==> src/rtl/plic_lite_if.sv <==
// D-bus register access channel for plic_lite: a single-beat request held
// until a one-cycle ack, with read data valid only in the ack cycle.
interface plic_lite_if;
  logic        req;
  logic        we;
  logic [23:0] addr;
  logic [31:0] wdata;
  logic [31:0] rdata;
  logic        ack;

  modport master (output req, we, addr, wdata, input rdata, ack);
  modport slave  (input req, we, addr, wdata, output rdata, ack);
endinterface

==> src/rtl/plic_lite.sv <==
// Lightweight platform interrupt controller: level gateways, per-source priority
// and enable, threshold, claim/complete, and one registered external irq output.
module plic_lite #(
  parameter int NSRC   = 8,
  parameter int PRIO_W = 3
) (
  input  logic            clk,
  input  logic            rst_n,
  input  logic [NSRC-1:0] src,
  plic_lite_if.slave      bus,
  output logic            irq_ext
);

  // Handshake: an access starts on any req cycle that is not itself an ack
  // cycle; all side effects and the read sample happen on that cycle's edge,
  // and ack/rdata are presented for exactly the following cycle.
  logic [PRIO_W-1:0] prio_q [1:NSRC];
  logic [PRIO_W-1:0] prio_d [1:NSRC];
  logic [NSRC:1]     en_q, en_d, pend_q, pend_d, insv_q, insv_d;
  logic [PRIO_W-1:0] thr_q, thr_d;
  logic              ack_q, ack_d, irq_q, irq_d;
  logic [31:0]       rdata_q, rdata_d;

  logic [PRIO_W-1:0] best_prio;
  logic [4:0]        cand;
  logic [31:0]       rmux;
  logic              acc, rd, wr;
  logic              is_prio, is_pend, is_en, is_thr, is_claim;
  logic [21:0]       word;
  logic [9:0]        prio_idx;
  logic              unused_bits;

  assign unused_bits = ^{bus.addr[1:0], bus.wdata};

  assign word     = bus.addr[23:2];
  assign prio_idx = bus.addr[11:2];
  assign acc      = bus.req & ~ack_q;
  assign rd       = acc & ~bus.we;
  assign wr       = acc & bus.we;

  assign is_prio  = (bus.addr[23:12] == 12'h000) && (prio_idx >= 10'd1) &&
                    (prio_idx <= 10'(NSRC));
  assign is_pend  = (word == 22'h000400);
  assign is_en    = (word == 22'h000800);
  assign is_thr   = (word == 22'h080000);
  assign is_claim = (word == 22'h080001);

  // Ascending scan with a strict compare keeps the lowest ID on priority ties;
  // seeding with the threshold makes priority 0 unable to qualify.
  always_comb begin
    best_prio = thr_q;
    cand      = '0;
    for (int i = 1; i <= NSRC; i++) begin
      if (pend_q[i] && en_q[i] && (prio_q[i] > best_prio)) begin
        best_prio = prio_q[i];
        cand      = 5'(i);
      end
    end
  end

  always_comb begin
    rmux = '0;
    if (is_prio) begin
      for (int i = 1; i <= NSRC; i++) begin
        if (prio_idx == 10'(i)) rmux = 32'(prio_q[i]);
      end
    end
    if (is_pend)  rmux = 32'({pend_q, 1'b0});
    if (is_en)    rmux = 32'({en_q, 1'b0});
    if (is_thr)   rmux = 32'(thr_q);
    if (is_claim) rmux = 32'(cand);
  end

  always_comb begin
    for (int i = 1; i <= NSRC; i++) prio_d[i] = prio_q[i];
    en_d  = en_q;
    thr_d = thr_q;
    insv_d = insv_q;
    pend_d = pend_q;
    // Gateway looks at the old in-service bit, so a complete only re-opens it next edge.
    for (int i = 1; i <= NSRC; i++) begin
      if (src[i-1] && !insv_q[i]) pend_d[i] = 1'b1;
    end
    if (rd && is_claim && (cand != 5'd0)) begin
      for (int i = 1; i <= NSRC; i++) begin
        if (cand == 5'(i)) begin
          pend_d[i] = 1'b0;
          insv_d[i] = 1'b1;
        end
      end
    end
    if (wr) begin
      if (is_prio) begin
        for (int i = 1; i <= NSRC; i++) begin
          if (prio_idx == 10'(i)) prio_d[i] = bus.wdata[PRIO_W-1:0];
        end
      end
      if (is_en)  en_d  = bus.wdata[NSRC:1];
      if (is_thr) thr_d = bus.wdata[PRIO_W-1:0];
      if (is_claim) begin
        for (int i = 1; i <= NSRC; i++) begin
          if (bus.wdata[4:0] == 5'(i)) insv_d[i] = 1'b0;
        end
      end
    end
    ack_d   = acc;
    rdata_d = rd ? rmux : 32'd0;
    irq_d   = (cand != 5'd0);
  end

  always_ff @(posedge clk or negedge rst_n) begin
    if (!rst_n) begin
      for (int i = 1; i <= NSRC; i++) prio_q[i] <= '0;
      en_q    <= '0;
      thr_q   <= '0;
      pend_q  <= '0;
      insv_q  <= '0;
      ack_q   <= 1'b0;
      irq_q   <= 1'b0;
      rdata_q <= '0;
    end else begin
      for (int i = 1; i <= NSRC; i++) prio_q[i] <= prio_d[i];
      en_q    <= en_d;
      thr_q   <= thr_d;
      pend_q  <= pend_d;
      insv_q  <= insv_d;
      ack_q   <= ack_d;
      irq_q   <= irq_d;
      rdata_q <= rdata_d;
    end
  end

  assign bus.ack   = ack_q;
  assign bus.rdata = rdata_q;
  assign irq_ext   = irq_q;

endmodule

==> src/flat_wrapper.sv <==
// flat-port wrapper written by rule: the top's interface ports become plain ports
module plic_lite_flat 
#(
  parameter int NSRC   = 8,
  parameter int PRIO_W = 3
)
  (clk, rst_n, src, irq_ext, bus_req, bus_we, bus_addr, bus_wdata, bus_rdata, bus_ack);
  plic_lite_if bus_i ();
  input  logic clk;
  input  logic rst_n;
  input  logic [NSRC-1:0] src;
  output logic irq_ext;
  input wire logic [$bits(bus_i.req)-1:0] bus_req;
  input wire logic [$bits(bus_i.we)-1:0] bus_we;
  input wire logic [$bits(bus_i.addr)-1:0] bus_addr;
  input wire logic [$bits(bus_i.wdata)-1:0] bus_wdata;
  output wire logic [$bits(bus_i.rdata)-1:0] bus_rdata;
  output wire logic [$bits(bus_i.ack)-1:0] bus_ack;
  assign bus_i.req = bus_req;
  assign bus_i.we = bus_we;
  assign bus_i.addr = bus_addr;
  assign bus_i.wdata = bus_wdata;
  assign bus_rdata = bus_i.rdata;
  assign bus_ack = bus_i.ack;
  plic_lite #(.NSRC(NSRC), .PRIO_W(PRIO_W)) u_core (.clk(clk), .rst_n(rst_n), .src(src), .bus(bus_i), .irq_ext(irq_ext));
endmodule
==> config.mk <==
export PLATFORM = sky130hd
export DESIGN_NAME = plic_lite_flat
export DESIGN_NICKNAME = d
export VERILOG_FILES = /design/src/rtl/plic_lite_if.sv /design/src/rtl/plic_lite.sv /design/src/flat_wrapper.sv
export SDC_FILE = /design/constraint.sdc
export NUM_CORES = 1
export LEC_CHECK = 0
export CORE_UTILIZATION = 50
export DETAILED_ROUTE_END_ITERATION = 6
export GPL_TIMING_DRIVEN = 1
export PLACE_DENSITY = 0.88
export SETUP_SLACK_MARGIN = 0.1
export SLEW_MARGIN = 0
export SYNTH_ARGS = -nofsm -noshare
export SYNTH_HDL_FRONTEND = slang
export SYNTH_SLANG_ARGS = --single-unit
==> constraint.sdc <==
create_clock -name clk -period 15.7 [get_ports clk]
set_input_delay 1.57 -clock clk [delete_from_list [all_inputs] [get_ports clk]]
set_output_delay 1.57 -clock clk [all_outputs]
set_load 0.1 [all_outputs]
==> results of run 1 <==
==> cells in the mapped netlist, types with 3 or more instances <==
cell and instances:
sky130_fd_sc_hd__a21oi_1 19, sky130_fd_sc_hd__a221oi_1 3, sky130_fd_sc_hd__a22o_1 5, sky130_fd_sc_hd__a22oi_1 8, sky130_fd_sc_hd__a31oi_1 6, sky130_fd_sc_hd__a41oi_1 4, sky130_fd_sc_hd__and2_1 5, sky130_fd_sc_hd__and3_1 7
sky130_fd_sc_hd__buf_4 23, sky130_fd_sc_hd__clkbuf_1 4, sky130_fd_sc_hd__dfrtp_1 62, sky130_fd_sc_hd__ha_1 14, sky130_fd_sc_hd__inv_1 21, sky130_fd_sc_hd__mux2_2 28, sky130_fd_sc_hd__mux2_4 8, sky130_fd_sc_hd__mux2i_1 4
sky130_fd_sc_hd__nand2_1 37, sky130_fd_sc_hd__nand3_1 18, sky130_fd_sc_hd__nand3b_1 3, sky130_fd_sc_hd__nand4_1 5, sky130_fd_sc_hd__nor2_1 42, sky130_fd_sc_hd__nor2b_1 11, sky130_fd_sc_hd__nor3_1 14, sky130_fd_sc_hd__o2111ai_1 3
sky130_fd_sc_hd__o211ai_1 5, sky130_fd_sc_hd__o21a_1 4, sky130_fd_sc_hd__o21ai_0 20, sky130_fd_sc_hd__o21bai_1 3, sky130_fd_sc_hd__o22a_1 3, sky130_fd_sc_hd__o31ai_1 3, sky130_fd_sc_hd__or3_1 3
==> layer usage <==
layer,track usage (%),wire (um),up-vias
li1,-,-,1732
met1,35.4,4770,1825
met2,45.4,5450,219
met3,5.10,901,26
met4,9.62,281,0
met5,0,0,-
==> worst max-delay path by stage <==
stage | from | end | slack (ns) | depth (start not counted)
6_report | u_core.thr_q[2] | u_core.pend_q[1] | 1.35 | 56
5_1_grt | u_core.thr_q[2] | u_core.pend_q[1] | 0.30 | 56
4_1_cts | u_core.thr_q[2] | u_core.pend_q[1] | 1.40 | 56
3_5_place_dp | u_core.thr_q[2] | u_core.pend_q[1] | 1.49 | 56
3_3_place_gp | u_core.thr_q[2] | u_core.pend_q[1] | 1.95 | 56
2_1_floorplan | u_core.thr_q[2] | u_core.pend_q[1] | 4.00 | 56
==> power by group through the flow <==
stage / combinational [mW] / clock, mW / sequential [mW]
final: 0.0470 / 0.144 / 0.160
after global routing: 0.0493 / 0.151 / 0.160
after global placement: 0.0464 / 0 / 0.163
after detailed placement: 0.0469 / 0 / 0.163
after CTS: 0.0470 / 0.143 / 0.160
after floorplan: 0.0335 / 0 / 0.164
==> layout make-up <==
type | instances | area [um^2] | share of cell area (%)
Timing Repair Buffer | 54 | 533 | 10.8
Sequential cell | 62 | 1550 | 31.5
Tap cell | 105 | 131 | 2.67
Inverter | 21 | 78.8 | 1.60
Multi-Input combinational cell | 354 | 2430 | 49.4
Clock inverter | 7 | 75.1 | 1.52
Clock buffer | 9 | 124 | 2.52
==> worst max-delay path: cells and delay by family (launching register included) <==
family	cells	cell delay (ns)
AO/OA/AOI/OAI	23	6.49
adder cells (fa/ha/maj)	9	2.69
buffers and inverters	2	0.20
flip-flops	1	0.50
multiplexers	3	1.08
AND/OR/NAND/NOR	19	3.28
==> cell families (layout without fill, tap and decap cells) <==
kind of cell	count (synthesis)	in the layout	share of synthesized area [%]
compound gates	114	114	20.2
simple gates	162	162	19.6
fa+ha+maj	15	15	4.40
other cells	1	23	0.0891
buf+inv	52	91	7.49
mux	40	40	11.3
flops	62	62	36.9
==> sequential cells by signal (all words and copies together), names as in the netlist <==
register	cells
u_core.thr_q	3
u_core.prio_q	24
u_core.en_q	8
u_core.insv_q	8
u_core.bus.rdata	9
u_core.bus.ack	1
u_core.pend_q	8
u_core.irq_ext	1
==> placed cells by master, fill, tap and decap left out, types with 3 or more instances in the layout <==
cell type                          n
sky130_fd_sc_hd__a41oi_1           4
sky130_fd_sc_hd__nand4_1           5
sky130_fd_sc_hd__o31ai_1           3
sky130_fd_sc_hd__clkbuf_8          9
sky130_fd_sc_hd__o21ai_0          20
sky130_fd_sc_hd__and3_1            7
sky130_fd_sc_hd__o21a_1            4
sky130_fd_sc_hd__a31oi_1           6
sky130_fd_sc_hd__nand2_1          37
sky130_fd_sc_hd__nor3_1           14
sky130_fd_sc_hd__nand3_1          18
sky130_fd_sc_hd__nor2_1           42
sky130_fd_sc_hd__clkdlybuf4s50_1  52
sky130_fd_sc_hd__and2_1            5
sky130_fd_sc_hd__conb_1           23
sky130_fd_sc_hd__nor2b_1          11
sky130_fd_sc_hd__clkinv_4          4
sky130_fd_sc_hd__a21oi_1          19
sky130_fd_sc_hd__ha_1             14
sky130_fd_sc_hd__mux2_4            8
sky130_fd_sc_hd__or3_1             3
sky130_fd_sc_hd__a22o_1            5
sky130_fd_sc_hd__o211ai_1          5
sky130_fd_sc_hd__inv_1            21
sky130_fd_sc_hd__mux2_2           28
sky130_fd_sc_hd__o21bai_1          3
sky130_fd_sc_hd__a22oi_1           8
sky130_fd_sc_hd__a221oi_1          3
sky130_fd_sc_hd__dfrtp_1          62
sky130_fd_sc_hd__nand3b_1          3
sky130_fd_sc_hd__mux2i_1           4
sky130_fd_sc_hd__o22a_1            3
==> what timing repair did <==
action	4_1_cts	5_1_grt
setup endpoints to repair	0	1
endpoints found under the hold margin	0	0
resized for setup	0	1
==> per-stage QoR <==
step	instance area, um^2	utilization (%)	hold slack, ns	total power [mW]	std cells
3_5_place_dp	4720	57.7	0.466	0.210	596
5_1_grt	4920	60.2	0.521	0.361	612
2_1_floorplan	4290	-	0.449	0.198	468
4_1_cts	4920	60.2	0.477	0.350	612
3_3_place_gp	4720	57.7	0.459	0.209	596
6_report	4920	60.2	0.483	0.350	612
==> impl_summary.txt, run 1 <==
----------------------------------------------------
[Floorplanning]
  Die span in y ... 93.8 um
  Core Region ... 8180 um^2
  Horizontal die dimension ... 93.8 um
  Count of standard-cell rows ... 33
  Io pins ... 102
  Die Footprint ... 8790 um^2
  Initial core utilization ... between 50% and 60%

[Clock tree]
  Root Driver ... sky130_fd_sc_hd__clkbuf_8
  Count of H-tree levels built during CTS ... 3
  TritonCTS clock tree ... done
  CTS sink cnt ... 62
  Buffer depth of the longest clock path ... 2
  Number of buffers added by the clock tree synthesis step ... 9
  Clock transition at the registers of the reported paths ... 0.07 ns
  Clock latency at the later pin of the worst-skew pair ... 0.35 ns
  Setup repair bufs after CTS ... 0
  Number of buffers inserted by hold repair at cts ... 0

[Power and ir drop]
  Leakage power figure ... 2.07 nW
  Sw Share ... between 30% and 40%
  Internal Dissipation ... 245 uW
  NetSw ... 106 uW
  Max IR drop VDD ... 0.0388 mV
  Logic pwr share ... between 10% and 20%
  Portion of total power attributed to the clock network ... 41.0%
  Part of the total power dissipated in sequential elements ... between 40% and 50%
  Total power density per cell area ... 71.2 nW/um^2

[Placement]
  Post-placement worst setup slack ... around 1.5 ns
  Placer's final routability congestion estimate ... 0.910
  Half-perimeter wire length after detailed placement ... between 8 and 9 mm
  Count of port buffers added during placement ... 53

[Worst hold path]
  Hold Path Stages ... 1
  Hold_sp ... u_core.bus.ack
  Capture endpoint of the worst hold path ... u_core.bus.ack
  Tightest Hold Check Type ... register to register

[Synthesis]
  Dominant cells by area after synthesis ... sky130_fd_sc_hd__dfrtp_1 (37%), sky130_fd_sc_hd__mux2_2 (7.5%), sky130_fd_sc_hd__ha_1 (4.2%), sky130_fd_sc_hd__buf_4 (4.1%), sky130_fd_sc_hd__nor2_1 (3.7%)
  Post-synth ARST share ... 100%
  Number of synthesized flops with an enable pin ... 0
  Register bit count reported by yosys ... just over 60
  Total number of yosys warnings ... 0
  Largest area contributor in the synthesized netlist ... sky130_fd_sc_hd__dfrtp_1
  Netlist cell types ... slightly below 70
  Flip-flop cell with the highest count after synthesis ... sky130_fd_sc_hd__dfrtp_1
  Fraction of post-synthesis cell area in the top cell type by area ... about 37%
  Syn Area/Cell ... roughly 9.4 um^2
  Count of mapped cells out of synthesis ... ~450
  Post-synthesis sequential area ratio ... 36.9%
  Area of the mapped netlist ... 4210 um^2

[Routing]
  Number of DRC markers after the initial detailed-route iteration ... 286
  Vias after detailed routing ... between 3000 and 4000
  Total detailed-routing wirelength ... 11.4 mm
  Number of search-and-repair iterations in the first detailed-routing pass ... 5
  Average detailed-routed wire length per instance ... 18.6 um
  Total DRC errors in the routed layout ... 0
  Via density ... just over 6
  Antenna violation net count after detailed routing ... 0

[Setup path]
  Critical path class ... register to register
  Depth of the most critical reg-to-reg path ... 56
  Cell occurring most often along the worst timing path ... sky130_fd_sc_hd__nor2_1
  RR Endpoint ... u_core.pend_q[1]
  Data arrival time of the critical path ... 14.58 ns
  Critical path required time ... 15.93 ns
  Max FO, Critical Path ... 10
  Worst reg2reg setup slack ... 1.35 ns
  Capturing element type of the critical path ... register
  CP max stage cell ... sky130_fd_sc_hd__a31oi_1
  Worst path max stage delay ... 0.57 ns
  Kind of start point of the critical path ... register
  R2R Path Start ... u_core.thr_q[2]

[Timing]
  Worst Tran Pin Value ... 0.967 ns
  RSZ-0062 raised after global routing ... no
  Final period utilization ... 91.4%
  Final-report hold violation count ... 0
  Crit path time final ... 14.35 ns
  Relative slew slack ... 35.3%
  Worst path setup slack after routing ... around 1.3 ns
  Worst setup skew after layout ... between 0.01 and 0.015 ns
  Setup Viol. Count Final ... 0
  Max Slew Vio Count ... 0
  Maximum clock frequency ... around 0.07 GHz
  Setup TNS ... 0 ns

[Global routing]
  Pin count of the biggest net entering global routing ... 63
  Residual overflow from global routing ... 0
  Initial antenna violation count ... 0
  First-pass GRT wire length ... between 15 and 20 mm
  Vias in the first global route ... 3586
  GRT Overall Usage ... a little over a quarter

[Layout]
  Area growth, synth to finish ... 17.0%
  Fraction of final layout cells with drive strength greater than 1 ... between 10 and 15%
  Total number of nets in the final design ... a little under 600
  Number of antenna cells inserted ... 0
  Fill cells ... approximately 700

[Run]
  Max-cap violations ... 0

[Run status]
  Result of the run ... finished, final reports clean

----------------------------------------------------
(Power assumes the default switching activity.)
==> run 2, diff against run 1 <==
Settings changed: SETUP_SLACK_MARGIN 0.1 to not set.
==> impl_summary.txt, run 2 (synthesis results as in run 1) <==
----------------------------------------------------
[Setup path]
  Critical path required time ... 15.93 ns (about the same)
  Cell occurring most often along the worst timing path ... sky130_fd_sc_hd__nor2_1 (unchanged)
  CP max stage cell ... sky130_fd_sc_hd__o2111ai_1 (was sky130_fd_sc_hd__a31oi_1)
  Depth of the most critical reg-to-reg path ... 56 (unchanged)
  RR Endpoint ... u_core.pend_q[1] (unchanged)
  Worst path max stage delay ... 0.70 ns (was 0.57 ns)
  Critical path class ... register to register (unchanged)
  Data arrival time of the critical path ... 14.75 ns (was 14.58 ns)
  Worst reg2reg setup slack ... 1.18 ns (was 1.35 ns)
  Max FO, Critical Path ... 10 (unchanged)
  R2R Path Start ... u_core.thr_q[2] (unchanged)
  Kind of start point of the critical path ... register (unchanged)
  Capturing element type of the critical path ... register (unchanged)

[Layout]
  Finished Cell Area ... 4920 um^2 (about the same)
  Multi-input gate area ... 2420 um^2 (was 2430 um^2)
  Combined flip-flop and latch cell area ... 1550 um^2 (unchanged)
  Area growth, synth to finish ... 16.9% (was 17.0%)
  Top register by number of flip-flops ... u_core.prio_q (unchanged)
  Largest register FFs ... 24 (unchanged)
  Total number of nets in the final design ... 584 (unchanged)
  Leading cell type in the layout, fill and taps excluded ... sky130_fd_sc_hd__dfrtp_1 (unchanged)
  Highest-count cells in the layout ignoring fill and taps ... sky130_fd_sc_hd__dfrtp_1 (62), sky130_fd_sc_hd__clkdlybuf4s50_1 (52), sky130_fd_sc_hd__nor2_1 (42) (unchanged)
  Fraction of final layout cells with drive strength greater than 1 ... 14.0% (was 14.2%)
  Fill cells ... 702 (unchanged)
  Number of antenna cells inserted ... 0 (unchanged)

[Global routing]
  Residual overflow from global routing ... 0 (unchanged)
  GRT Overall Usage ... 27.3% (unchanged)
  Pin count of the biggest net entering global routing ... 63 (unchanged)
  Initial antenna violation count ... 0 (unchanged)
  Vias in the first global route ... 3586 (unchanged)
  First-pass GRT wire length ... 18.1 mm (unchanged)

[Routing]
  Vias after detailed routing ... 3786 (was 3802)
  Total DRC errors in the routed layout ... 0 (unchanged)
  Number of DRC markers after the initial detailed-route iteration ... 273 (was 286)
  Number of search-and-repair iterations in the first detailed-routing pass ... 5 (unchanged)
  Total detailed-routing wirelength ... 11.3 mm (was 11.4 mm)
  Via density ... 6.19 (was 6.21)
  Antenna violation net count after detailed routing ... 0 (unchanged)
  Average detailed-routed wire length per instance ... 18.5 um (was 18.6 um)

[Floorplanning]
  Die Footprint ... 8790 um^2 (unchanged)
  Count of standard-cell rows ... 33 (unchanged)
  Initial core utilization ... 51.5% (unchanged)
  Io pins ... 102 (unchanged)
  Core Region ... 8180 um^2 (unchanged)
  Horizontal die dimension ... 93.8 um (unchanged)
  Die span in y ... 93.8 um (unchanged)

[Clock tree]
  Clock latency at the later pin of the worst-skew pair ... 0.35 ns (about the same)
  Clock transition at the registers of the reported paths ... 0.07 ns (about the same)
  Number of buffers added by the clock tree synthesis step ... 9 (unchanged)
  CTS sink cnt ... 62 (unchanged)
  Post-cts gate resize count ... 0 (unchanged)
  Buffer depth of the longest clock path ... 2 (unchanged)
  Setup repair bufs after CTS ... 0 (unchanged)
  TritonCTS clock tree ... done (unchanged)
  Number of buffers inserted by hold repair at cts ... 0 (unchanged)
  Count of H-tree levels built during CTS ... 3 (unchanged)
  Root Driver ... sky130_fd_sc_hd__clkbuf_8 (unchanged)

[Worst hold path]
  Tightest Hold Check Type ... register to register (unchanged)
  Capture endpoint of the worst hold path ... u_core.bus.ack (unchanged)
  Hold Path Stages ... 1 (unchanged)
  Hold_sp ... u_core.bus.ack (unchanged)

[Placement]
  Cell Area, Placed ... 4720 um^2 (unchanged)
  Half-perimeter wire length after detailed placement ... 8.60 mm (unchanged)
  Placer's final routability congestion estimate ... 0.910 (unchanged)
  Post-placement worst setup slack ... 1.49 ns (unchanged)
  Count of port buffers added during placement ... 53 (unchanged)

[Timing]
  Setup Viol. Count Final ... 0 (unchanged)
  Final-report hold violation count ... 0 (unchanged)
  Worst path setup slack after routing ... 1.18 ns (was 1.35 ns)
  Max Slew Vio Count ... 0 (unchanged)
  Crit path time final ... 14.52 ns (was 14.35 ns)
  Relative slew slack ... 35.3% (unchanged)
  Final period utilization ... 92.5% (was 91.4%)
  Worst Hold Slack ... 0.484 ns (was 0.483 ns)
  Setup TNS ... 0 ns (unchanged)
  RSZ-0062 raised after global routing ... no (unchanged)
  Worst Tran Pin Value ... 0.967 ns (unchanged)
  Maximum clock frequency ... 0.0689 GHz (was 0.0697 GHz)
  Worst setup skew after layout ... 0.0122 ns (was 0.0128 ns)

[Power and ir drop]
  Total power density per cell area ... 71.1 nW/um^2 (was 71.2 nW/um^2)
  NetSw ... 105 uW (was 106 uW)
  Portion of total power attributed to the clock network ... 40.9% (was 41.0%)
  Logic pwr share ... 13.4% (about the same)
  Part of the total power dissipated in sequential elements ... 45.7% (was 45.6%)
  Internal Dissipation ... 245 uW (unchanged)
  Sw Share ... 30.0% (was 30.2%)
  Leakage power figure ... 2.07 nW (about the same)
  Max IR drop VDD ... 0.0379 mV (was 0.0388 mV)

[Run]
  Max-cap violations ... 0 (unchanged)

[Run status]
  Result of the run ... finished, final reports clean (unchanged)

----------------------------------------------------
==> run 2: cell counts in the layout (fill, tap and decap cells not counted) <==
No cell type changed its count.
==> run 2: final cells by class <==
type | count | area share [%]
clock buffers | 9 | 2.52
clock inverters | 7 | 1.53
inverters | 21 | 1.60
multi-input cells | 354 | 49.3
flip-flops and latches | 62 | 31.5
well taps | 105 | 2.67
repair buffers | 54 | 10.8
==> run 2: worst max-delay path by stage <==
stage	start	cells past startpoint	endpoint
after CTS	u_core.thr_q[2]	56	u_core.pend_q[1]
after global routing	u_core.thr_q[2]	56	u_core.pend_q[1]
after global placement	u_core.thr_q[2]	56	u_core.pend_q[1]
final	u_core.thr_q[2]	56	u_core.pend_q[1]
after detailed placement	u_core.thr_q[2]	56	u_core.pend_q[1]
after floorplan	u_core.thr_q[2]	56	u_core.pend_q[1]
==> run 2: power groups by stage <==
stage | Clock, mW | Combinational [mW] | Sequential [mW]
6_report | 0.143 | 0.0469 | 0.160
5_1_grt | 0.151 | 0.0493 | 0.160
4_1_cts | 0.143 | 0.0470 | 0.160
3_5_place_dp | 0 | 0.0469 | 0.163
3_3_place_gp | 0 | 0.0464 | 0.163
2_1_floorplan | 0 | 0.0335 | 0.164
==> run 2: worst max-delay path, delay by kind of cell, from the launching register on <==
kind            cells  cell delay, ns
buf+inv             2            0.19
simple gates       19            3.25
compound gates     23            6.71
mux                 3            1.08
flops               1            0.49
fa+ha+maj           9            2.68
==> run 2: metal layers <==
layer / global-route usage [%] / wire, um / vias to the layer above
met5: 0 / 0 / -
met4: 9.62 / 304 / 0
met1: 35.4 / 4780 / 1819
met2: 45.4 / 5360 / 207
met3: 5.10 / 878 / 28
li1: - / - / 1732
==> run 2: per-stage QoR <==
step | total power [mW] | instances | utilization [%]
2_1_floorplan | 0.198 | 468 | -
3_3_place_gp | 0.209 | 596 | 57.7
3_5_place_dp | 0.210 | 596 | 57.7
4_1_cts | 0.350 | 612 | 60.2
5_1_grt | 0.361 | 612 | 60.2
6_report | 0.350 | 612 | 60.2
